<file path="src/rtl/poly_fire_sched_pkg.sv">
// Shared definitions for the polynomial-evaluation actor firing scheduler:
// opcode encodings, command-word field positions, scheduler states and a
// ceiling-log2 helper used to size the population and count ports.
package poly_fire_sched_pkg;

  typedef enum logic [1:0] {
    OP_STORE = 2'd0,
    OP_EVAL  = 2'd1,
    OP_RST   = 2'd2,
    OP_BAD   = 2'd3
  } op_t;

  // Command word layout: [1:0] opcode, [15:8] STORE token count minus one.
  localparam int unsigned CMD_OP_LSB = 0;
  localparam int unsigned CMD_OP_MSB = 1;
  localparam int unsigned CMD_N_LSB  = 8;
  localparam int unsigned CMD_N_MSB  = 15;

  typedef enum logic [3:0] {
    S_IDLE,
    S_CMD_REQ,
    S_CMD_WAIT,
    S_DECODE,
    S_DATA_CHK,
    S_DATA_REQ,
    S_DATA_WAIT,
    S_SPACE_CHK,
    S_EXEC,
    S_EXEC_WAIT
  } state_t;

  // Ceiling log2; log2(1024) = 10, log2(16) = 4.
  function automatic int unsigned log2(input int unsigned v);
    int unsigned r;
    r = 0;
    for (int unsigned i = 0; i < 32; i++) begin
      if ((64'd1 << i) < 64'(v)) r = i + 1;
    end
    return r;
  endfunction

endpackage

</file>
<file path="src/rtl/poly_cmd_decode.sv">
// Combinational command decoder, shared with the datapath.
// Ports:
//   cmd_word  in   command token
//   op        out  decoded opcode (OP_BAD for illegal opcode or oversized STORE)
//   n         out  data tokens required by the command (0 when in error)
//   err       out  command is illegal
module poly_cmd_decode
  import poly_fire_sched_pkg::*;
#(
  parameter int unsigned word_size = 16,
  parameter int unsigned max_data  = 16
) (
  input  logic [word_size-1:0]     cmd_word,
  output op_t                      op,
  output logic [log2(max_data):0]  n,
  output logic                     err
);

  localparam int unsigned CW   = log2(max_data) + 1;
  localparam int unsigned NF_W = CMD_N_MSB - CMD_N_LSB + 2;

  logic [NF_W-1:0] n_full;
  op_t             raw_op;
  logic            unused_bits;

  assign unused_bits = ^cmd_word[CMD_N_LSB-1:CMD_OP_MSB+1];

  always_comb begin
    raw_op = op_t'(cmd_word[CMD_OP_MSB:CMD_OP_LSB]);
    // One extra bit so a field of all ones (256 tokens) does not wrap to 0.
    n_full = NF_W'(cmd_word[CMD_N_MSB:CMD_N_LSB]) + NF_W'(1);
    op     = raw_op;
    n      = '0;
    err    = 1'b0;
    case (raw_op)
      OP_STORE: begin
        if (32'(n_full) > max_data) begin
          err = 1'b1;
          op  = OP_BAD;
        end else begin
          n = CW'(n_full);
        end
      end
      OP_EVAL: n = CW'(1);
      OP_RST:  n = '0;
      default: err = 1'b1;
    endcase
  end

endmodule

</file>
<file path="src/rtl/poly_fire_sched.sv">
// Firing scheduler for the polynomial-evaluation actor. Moves one command
// token, decodes it, moves the required data tokens one at a time, checks
// output space and then issues a single execute request to the datapath.
// Ports:
//   clk, rst              clock, synchronous active-high reset
//   *_population/space    FIFO occupancy / free-space inputs (PW bits)
//   cmd_word              command token, valid with cmd_move_done
//   cmd/data_move_done    mem_controller move-complete pulses
//   exec_done             datapath firing-complete pulse
//   cmd/data_move_start   single-token move requests (pulses)
//   exec_start, ram_clr   firing start, RAM address clear on RST (pulses)
//   exec_op, exec_count   decoded opcode and loaded token count
//   busy, cmd_error       scheduler active, illegal command seen
module poly_fire_sched
  import poly_fire_sched_pkg::*;
#(
  parameter int unsigned word_size   = 16,
  parameter int unsigned buffer_size = 1024,
  parameter int unsigned max_data    = 16
) (
  input  logic                        clk,
  input  logic                        rst,
  input  logic [log2(buffer_size):0]  command_population,
  input  logic [log2(buffer_size):0]  data_population,
  input  logic [log2(buffer_size):0]  result_free_space,
  input  logic [log2(buffer_size):0]  status_free_space,
  input  logic [word_size-1:0]        cmd_word,
  input  logic                        cmd_move_done,
  input  logic                        data_move_done,
  input  logic                        exec_done,
  output logic                        cmd_move_start,
  output logic                        data_move_start,
  output logic                        exec_start,
  output logic [1:0]                  exec_op,
  output logic [log2(max_data):0]     exec_count,
  output logic                        ram_clr,
  output logic                        busy,
  output logic                        cmd_error
);

  localparam int unsigned CW = log2(max_data) + 1;

  state_t               state, state_n;
  logic [word_size-1:0] cmd_q, cmd_q_n;
  logic [CW-1:0]        n_q, n_n;
  logic [CW-1:0]        loaded, loaded_n, loaded_inc;
  logic [CW-1:0]        count_n;
  op_t                  op_n;
  logic                 err_n;

  op_t                  dec_op;
  logic [CW-1:0]        dec_n;
  logic                 dec_err;

  poly_cmd_decode #(
    .word_size (word_size),
    .max_data  (max_data)
  ) u_decode (
    .cmd_word (cmd_q),
    .op       (dec_op),
    .n        (dec_n),
    .err      (dec_err)
  );

  assign loaded_inc = loaded + CW'(1);

  always_comb begin
    state_n  = state;
    cmd_q_n  = cmd_q;
    op_n     = op_t'(exec_op);
    n_n      = n_q;
    err_n    = cmd_error;
    loaded_n = loaded;
    count_n  = exec_count;
    case (state)
      S_IDLE:     if (command_population != '0) state_n = S_CMD_REQ;
      S_CMD_REQ:  state_n = S_CMD_WAIT;
      S_CMD_WAIT: begin
        if (cmd_move_done) begin
          cmd_q_n = cmd_word;
          state_n = S_DECODE;
        end
      end
      S_DECODE: begin
        op_n    = dec_op;
        n_n     = dec_n;
        err_n   = dec_err;
        state_n = (dec_n == '0) ? S_SPACE_CHK : S_DATA_CHK;
      end
      // All remaining tokens must already be present; starting a partial
      // load could leave the scheduler waiting on a producer that is itself
      // blocked behind this firing.
      S_DATA_CHK: begin
        if (32'(data_population) >= 32'(n_q - loaded)) state_n = S_DATA_REQ;
      end
      S_DATA_REQ: state_n = S_DATA_WAIT;
      S_DATA_WAIT: begin
        if (data_move_done) begin
          loaded_n = loaded_inc;
          state_n  = (loaded_inc == n_q) ? S_SPACE_CHK : S_DATA_REQ;
        end
      end
      S_SPACE_CHK: begin
        if (status_free_space != '0 &&
            (exec_op != OP_EVAL || result_free_space != '0)) begin
          count_n = loaded;
          state_n = S_EXEC;
        end
      end
      S_EXEC: state_n = S_EXEC_WAIT;
      S_EXEC_WAIT: begin
        if (exec_done) begin
          err_n    = 1'b0;
          loaded_n = '0;
          state_n  = S_IDLE;
        end
      end
      default: state_n = S_IDLE;
    endcase
  end

  // Pulse outputs are registered from the next state so each pulse is
  // asserted for exactly the cycle spent in its request state.
  always_ff @(posedge clk) begin
    if (rst) begin
      state           <= S_IDLE;
      cmd_q           <= '0;
      n_q             <= '0;
      loaded          <= '0;
      exec_op         <= '0;
      exec_count      <= '0;
      cmd_error       <= 1'b0;
      cmd_move_start  <= 1'b0;
      data_move_start <= 1'b0;
      exec_start      <= 1'b0;
      ram_clr         <= 1'b0;
      busy            <= 1'b0;
    end else begin
      state           <= state_n;
      cmd_q           <= cmd_q_n;
      n_q             <= n_n;
      loaded          <= loaded_n;
      exec_op         <= op_n;
      exec_count      <= count_n;
      cmd_error       <= err_n;
      cmd_move_start  <= (state_n == S_CMD_REQ);
      data_move_start <= (state_n == S_DATA_REQ);
      exec_start      <= (state_n == S_EXEC);
      ram_clr         <= (state_n == S_EXEC) && (op_n == OP_RST);
      busy            <= (state_n != S_IDLE);
    end
  end

endmodule
</file>
<file path="config.mk">
export PLATFORM = sky130hd
export DESIGN_NAME = poly_fire_sched
export DESIGN_NICKNAME = d
export VERILOG_FILES = /design/src/rtl/poly_fire_sched_pkg.sv /design/src/rtl/poly_cmd_decode.sv /design/src/rtl/poly_fire_sched.sv
export SDC_FILE = /design/constraint.sdc
export NUM_CORES = 1
export LEC_CHECK = 0
export CORE_ASPECT_RATIO = 1.75
export CORE_MARGIN = 5
export CORE_UTILIZATION = 49
export DETAILED_ROUTE_END_ITERATION = 10
export MAX_ROUTING_LAYER = met4
export PLACE_DENSITY_LB_ADDON = 0.2
export SLEW_MARGIN = 20
export SYNTH_ARGS = -nofsm -noshare
export SYNTH_HDL_FRONTEND = slang
export SYNTH_SLANG_ARGS = --single-unit
</file>
<file path="constraint.sdc">
create_clock -name clk -period 5.3 [get_ports clk]
set_input_delay 1.06 -clock clk [delete_from_list [all_inputs] [get_ports clk]]
set_output_delay 1.06 -clock clk [all_outputs]
set_load 0.1 [all_outputs]
</file>
==> flow_summary.ini, run 1 <==
[synth]
synth_top_area_share_pct = 32.2
synth-main-ff-cell = dfxtp_1
synth_nets = 357
netlist_area_um2 = 2300
synth-seq-area-share_pct = 32.2
postSynthAreaPerCell_um2 = 8.48
yosysMostFrequentCell = dfxtp_1
synth_cell_types = 51
yosys-top-cells-count = dfxtp_1, nor2_1, a21oi_1, ha_1, mux2i_1
yosys_warnings = 0
synth_seq_cells = 37
async_flop_share_pct = 0
syn_inst = 271
synth_edf_count = 0
synth_area_leaders = dfxtp_1, ha_1, mux2i_1, nor2_1, a21oi_1
yosys.area.top_type = dfxtp_1

[floorplanning]
die_w_um = 61.8
die_y_um = 101
rows = 33
die_area_um2 = 6210
ioPinCount = 78
core_um2 = 4620
start_util_pct = 49.7

[cts]
clock_latency_ps = 290
cts_sinks = 37
cts-root-buf = clkbuf_8
cts_buffer_depth = 2
cts_tree = built
numCtsBuffers = 5
cts_max_level = 2
post_cts_buffers = 0
cts_resized = 0
ctsHoldBuffers = 0
clk_pin_slew_ps = 80

[finish]
final_area_um2 = 3180
layout-area-overhead-vs-synth_pct = 38.2
nNetsFinal = 426
num_antenna_cells = 0
layout-drive-gt1-share_pct = 4.11

[worst_setup_path]
crit_type = flop to flop
cp_max_fo = 5
startpoint = loaded[1]
worstPathRequired_ps = 5460
worst_ep_arrival_time_ps = 3350
cp-end-kind = flop
r2r-start = loaded[1]
startpoint_type = flop

[place]
placed_area_um2 = 3040
dp_hpwl_um = 4520
io_buffers = 71
place_congestion = 0.818

[detailed_routing]
wl_per_cell_um = 14.0
routed_wl_um = 5500
final_antenna_net_count = 0
drc = 0
drtPass1Iterations = 4
drtIter0Drc = 41
via_per_inst = 5.64
vias = 2216

[run]
maxCapViolCount = 0

[timing]
max_slew_margin_pct = 33.9
finalCriticalPeriod_ps = 3190
hold_viol = 0
fin_skew_ps = 6.95
tightestPinTransition_ps = 988
max_freq_ghz = 0.313
whs_ps = 493
final_max_slew_viol_count = 0
setup_tns_ps = 0
rsz0062_at_grt = no
fin_crit_sh_pct = 60.3
setup-violations-final = 0

[worst_hold_path]
hold_path_class = flop to flop
hp-start = n_q[4]

[global_route]
grt_pass1_wl_um = 9070
grt_pass1_vias = 2200
grt_usage_pct = 19.2
grt_max_degree = 36
gr-total-overflow = 0
antenna_found_initial = 0

[power]
peakVddDrop_mv = 0.273
total_power_mw = 0.936
p_leak_nw = 1.30
power_density_nw_per_um2 = 295

[status]
status = completed
-- worst paths after layout --
kind,end,slack (ps),depth (start not counted)
max,state[0],2110,13
min,n_q[4],490,2
max reg2reg,state[0],2110,13
min reg2reg,n_q[4],490,2
-- power by group --
part	internal, mW	switching (mW)	total [mW]
Clock	0.187	0.0975	0.284
Sequential	0.304	0.0318	0.335
Combinational	0.132	0.185	0.316
Total	0.622	0.314	0.936
-- placed cells by master, fill, tap and decap left out, drive strengths merged, types with 2 or more instances in the layout --
| cell | n |
|---|---|
| ha | 20 |
| and2 | 3 |
| clkbuf | 5 |
| a21boi | 4 |
| nand2 | 12 |
| nand2b | 2 |
| o21bai | 2 |
| nand4 | 3 |
| clkdlybuf4s50 | 71 |
| and3 | 2 |
| dfxtp | 37 |
| bufinv | 2 |
| nor3 | 6 |
| xor2 | 4 |
| o21ai | 10 |
| xnor2 | 8 |
| nand3 | 11 |
| nor3b | 3 |
| and3b | 2 |
| nor4 | 8 |
| nor2b | 7 |
| mux2i | 17 |
| nor2 | 34 |
| inv | 14 |
| a211oi | 4 |
| or3 | 6 |
| a21oi | 20 |
| a21o | 2 |
| a31oi | 2 |
-- cell families (layout without fill, tap and decap cells) --
group / count (synthesis) / in the layout / synth area share (%)
muxes: 17 / 17 / 7.40
xor gates and xnor gates: 12 / 12 / 4.57
and+or+nand+nor: 106 / 106 / 24.8
DFF: 37 / 37 / 32.2
adders and majority gates: 21 / 21 / 11.8
buffers and inverters: 24 / 94 / 3.97
AOI/OAI and AO/OA: 54 / 54 / 15.3
-- flip-flops by register name (all words and copies together), names as in the netlist --
| signal | cells |
|---|---|
| cmd_q | 10 |
| exec_count | 5 |
| loaded | 5 |
| n_q | 5 |
| state | 4 |
| exec_op | 2 |
| busy | 1 |
| cmd_error | 1 |
| cmd_move_start | 1 |
| data_move_start | 1 |
| exec_start | 1 |
| ram_clr | 1 |
-- cell type report --
type                            instances  area, µm²
Timing Repair Buffer                   72        718
Tap cell                               52       65.1
Fill cell                             391       1450
Sequential cell                        37        741
Clock buffer                            5       68.8
Clock inverter                          3       65.1
Inverter                               14       52.6
Multi-Input combinational cell        210       1470
-- layer usage --
layer | vias up | routed length [µm] | global-route usage, %
li1 | 1114 | - | -
met3 | 9 | 307 | 2.95
met4 | 0 | 108 | 6.54
met1 | 1036 | 1940 | 18.2
met2 | 57 | 3150 | 36.8
met5 | - | 0 | -
-- stage by stage --
stage | instances | utilization (%) | worst slack [ps]
after floorplan | 271 | - | 2620
after global placement | 385 | 65.8 | 2160
after detailed placement | 385 | 65.8 | 2040
after CTS | 393 | 68.7 | 2030
after global routing | 393 | 68.7 | 1790
final | 393 | 68.7 | 2110
-- critical path, stage by stage (launching register included) --
cell and delay (ps):
dfxtp_1 410, inv_1 110, ha_1 270, nor2b_1 120
o21ai_0 210, a21boi_0 190, o21ai_0 190, nand2b_1 160
ha_1 320, a2111oi_0 390, o21ai_0 170, a21oi_1 160
o311a_1 280, a21oi_1 90
Note: power is estimated with default switching activity, not from simulation.
==> run 2, diff against run 1 <==
--- a/config.mk
+++ b/config.mk
@@ -7,7 +7,7 @@
 export LEC_CHECK = 0
 export CORE_ASPECT_RATIO = 1.75
 export CORE_MARGIN = 5
-export CORE_UTILIZATION = 49
+export CORE_UTILIZATION = 41
 export DETAILED_ROUTE_END_ITERATION = 10
 export MAX_ROUTING_LAYER = met4
 export PLACE_DENSITY_LB_ADDON = 0.2
==> constraint.sdc (replaced) <==
create_clock -name clk -period 2.7 [get_ports clk]
set_input_delay 0.54 -clock clk [delete_from_list [all_inputs] [get_ports clk]]
set_output_delay 0.54 -clock clk [all_outputs]
set_load 0.1 [all_outputs]
==> run 2 against run 1 <==
Setup slack worse by 2000 ps. Non-clock buffer count up 18. Global-route usage down 1.3 points. Critical endpoint is now data_move_start. Largest cell class unchanged. Highest routed layer unchanged.
==> flow_summary.ini, run 2 (synthesized netlist as in run 1, its figures left out) <==
[cts]
ctsHoldBuffers = 0
clk_pin_slew_ps = 70
cts-root-buf = clkbuf_8
cts_buffer_depth = 2
cts_tree = built
cts_sinks = 37
clock_latency_ps = 290
numCtsBuffers = 5
cts_max_level = 2

[floorplanning]
die_y_um = 109
rows = 36
start_util_pct = 41.8
die_area_um2 = 7260
die_w_um = 66.6
ioPinCount = 78
core_um2 = 5500

[worst_setup_path]
crit_slowest_cell = o311a_1
worstPathRequired_ps = 2920
cp_max_fo = 4
crit_family = compound AO/OA/AOI/OAI gates
cp-end-kind = flop
worst_ep_arrival_time_ps = 2850
crit_top_cell = ha_4
startpoint_type = flop
critPathMaxStageDelay_ps = 410
path_buf_inv = 2
crit_chain = inv_2, ha_4, nor2b_4, o21ai_2, a21boi_2, o21ai_1, nand2b_1, buf_6, ha_4, nand4_1, nor2_1, a21oi_1, o311a_1, nor3b_2
crit_type = flop to flop

[timing]
setup-violations-final = 0
tightestPinTransition_ps = 659
final_max_slew_viol_count = 0
finalCriticalPeriod_ps = 2630
hold_viol = 0
rsz0062_at_grt = yes
fin_skew_ps = 3.65
max_slew_margin_pct = 55.9
max_freq_ghz = 0.381
fin_crit_sh_pct = 97.3
layout_setup_ws_ps = 72.1

[finish]
nNetsFinal = 444
layout-drive-gt1-share_pct = 17.5
fillCellCount = 509
regMostFlops = cmd_q
layout-area-overhead-vs-synth_pct = 47.0
num_antenna_cells = 0
final_common_cell = clkdlybuf4s50_1
largest_reg_flops = 10
layout.cells.non_filler = 435
mostFrequentLayoutCells = clkdlybuf4s50_1, dfxtp_1, nor2_1

[detailed_routing]
wl_per_cell_um = 13.9
drc = 0
drtIter0Drc = 47
via_per_inst = 5.23
final_antenna_net_count = 0
routed_wl_um = 6030
drtPass1Iterations = 4
vias = 2276

[global_route]
grt_max_degree = 35
grt_pass1_wl_um = 9890
antenna_found_initial = 0
grt_usage_pct = 18.0
grt_pass1_vias = 2234
gr-total-overflow = 0

[power]
p_leak_nw = 1.42
total_power_mw = 1.74
peakVddDrop_mv = 0.389
power_density_nw_per_um2 = 514

[place]
dp_hpwl_um = 4850
pre_cts_ws_ps = -200
placedCellCount = 426
io_buffers = 71
place_congestion = 0.816

[run]
maxCapViolCount = 0

[worst_hold_path]
hold_path_class = flop to flop

[status]
status = completed
## run 2: cell types whose count changed in the layout (fill, tap and decap cells not counted), sizes merged
cell / previous run / this run
buf: 1 / 32
bufinv: 2 / 0
clkbuf: 5 / 7
clkdlybuf4s50: 71 / 58
## run 2: what timing repair did
action | 4_1_cts | 5_1_grt
buffers inserted | 0 | 1
gates resized for setup | 11 | 14
pin swaps | 4 | 10
setup endpoints to repair | 3 | 3
## run 2: final cells by class
type	instances	area, µm²	area share (%)
inverters	14	52.6	1.55
flip-flops and latches	37	743	22.0
clock buffers	7	96.3	2.85
well taps	76	95.1	2.81
multi-input cells	210	1560	46.2
repair buffers	90	825	24.4
clock inverters	1	5.00	0.148
## run 2: report_power, final
group          switching, mW  leakage, nW  internal [mW]
registers             0.0635        0.301          0.596
clock network          0.195       0.0542          0.231
logic                  0.378         1.07          0.273
## run 2: path summary, 6_finish.rpt
kind / to / startpoint / slack [ps] / depth (start not counted)
hold reg to reg: exec_count[4] / exec_count[4] / 500 / 2
hold / removal: exec_count[4] / exec_count[4] / 500 / 2
setup / recovery: data_move_start / loaded[1] / 70 / 14
setup reg to reg: data_move_start / loaded[1] / 70 / 14
## run 2: worst reg2reg max path, delay by kind of cell, from the launching register on
kind | cells | cell delay [ps]
buffers and inverters | 2 | 250
AND/OR/NAND/NOR | 5 | 660
flip-flops | 1 | 330
adder cells (fa/ha/maj) | 2 | 450
AO/OA/AOI/OAI | 5 | 850
## run 2: stage by stage
stage / utilization (%) / hold WS, ps / TNS (ps) / area (µm²)
after CTS: 60.4 / 506 / -5.18 / 3320
final: 61.5 / 497 / 0 / 3380
after floorplan: - / 455 / 0 / 2300
after global placement: 57.7 / 477 / -304 / 3170
after detailed placement: 57.7 / 489 / -533 / 3170
after global routing: 61.5 / 543 / -188 / 3380
## run 2: metal layers
metal	global-route usage, %	up-vias	share of wire (%)
li1	-	1156	-
met1	17.1	1056	35
met2	34.9	60	58
met3	3.20	4	5.9
met4	6.40	0	0.83
met5	-	-	0
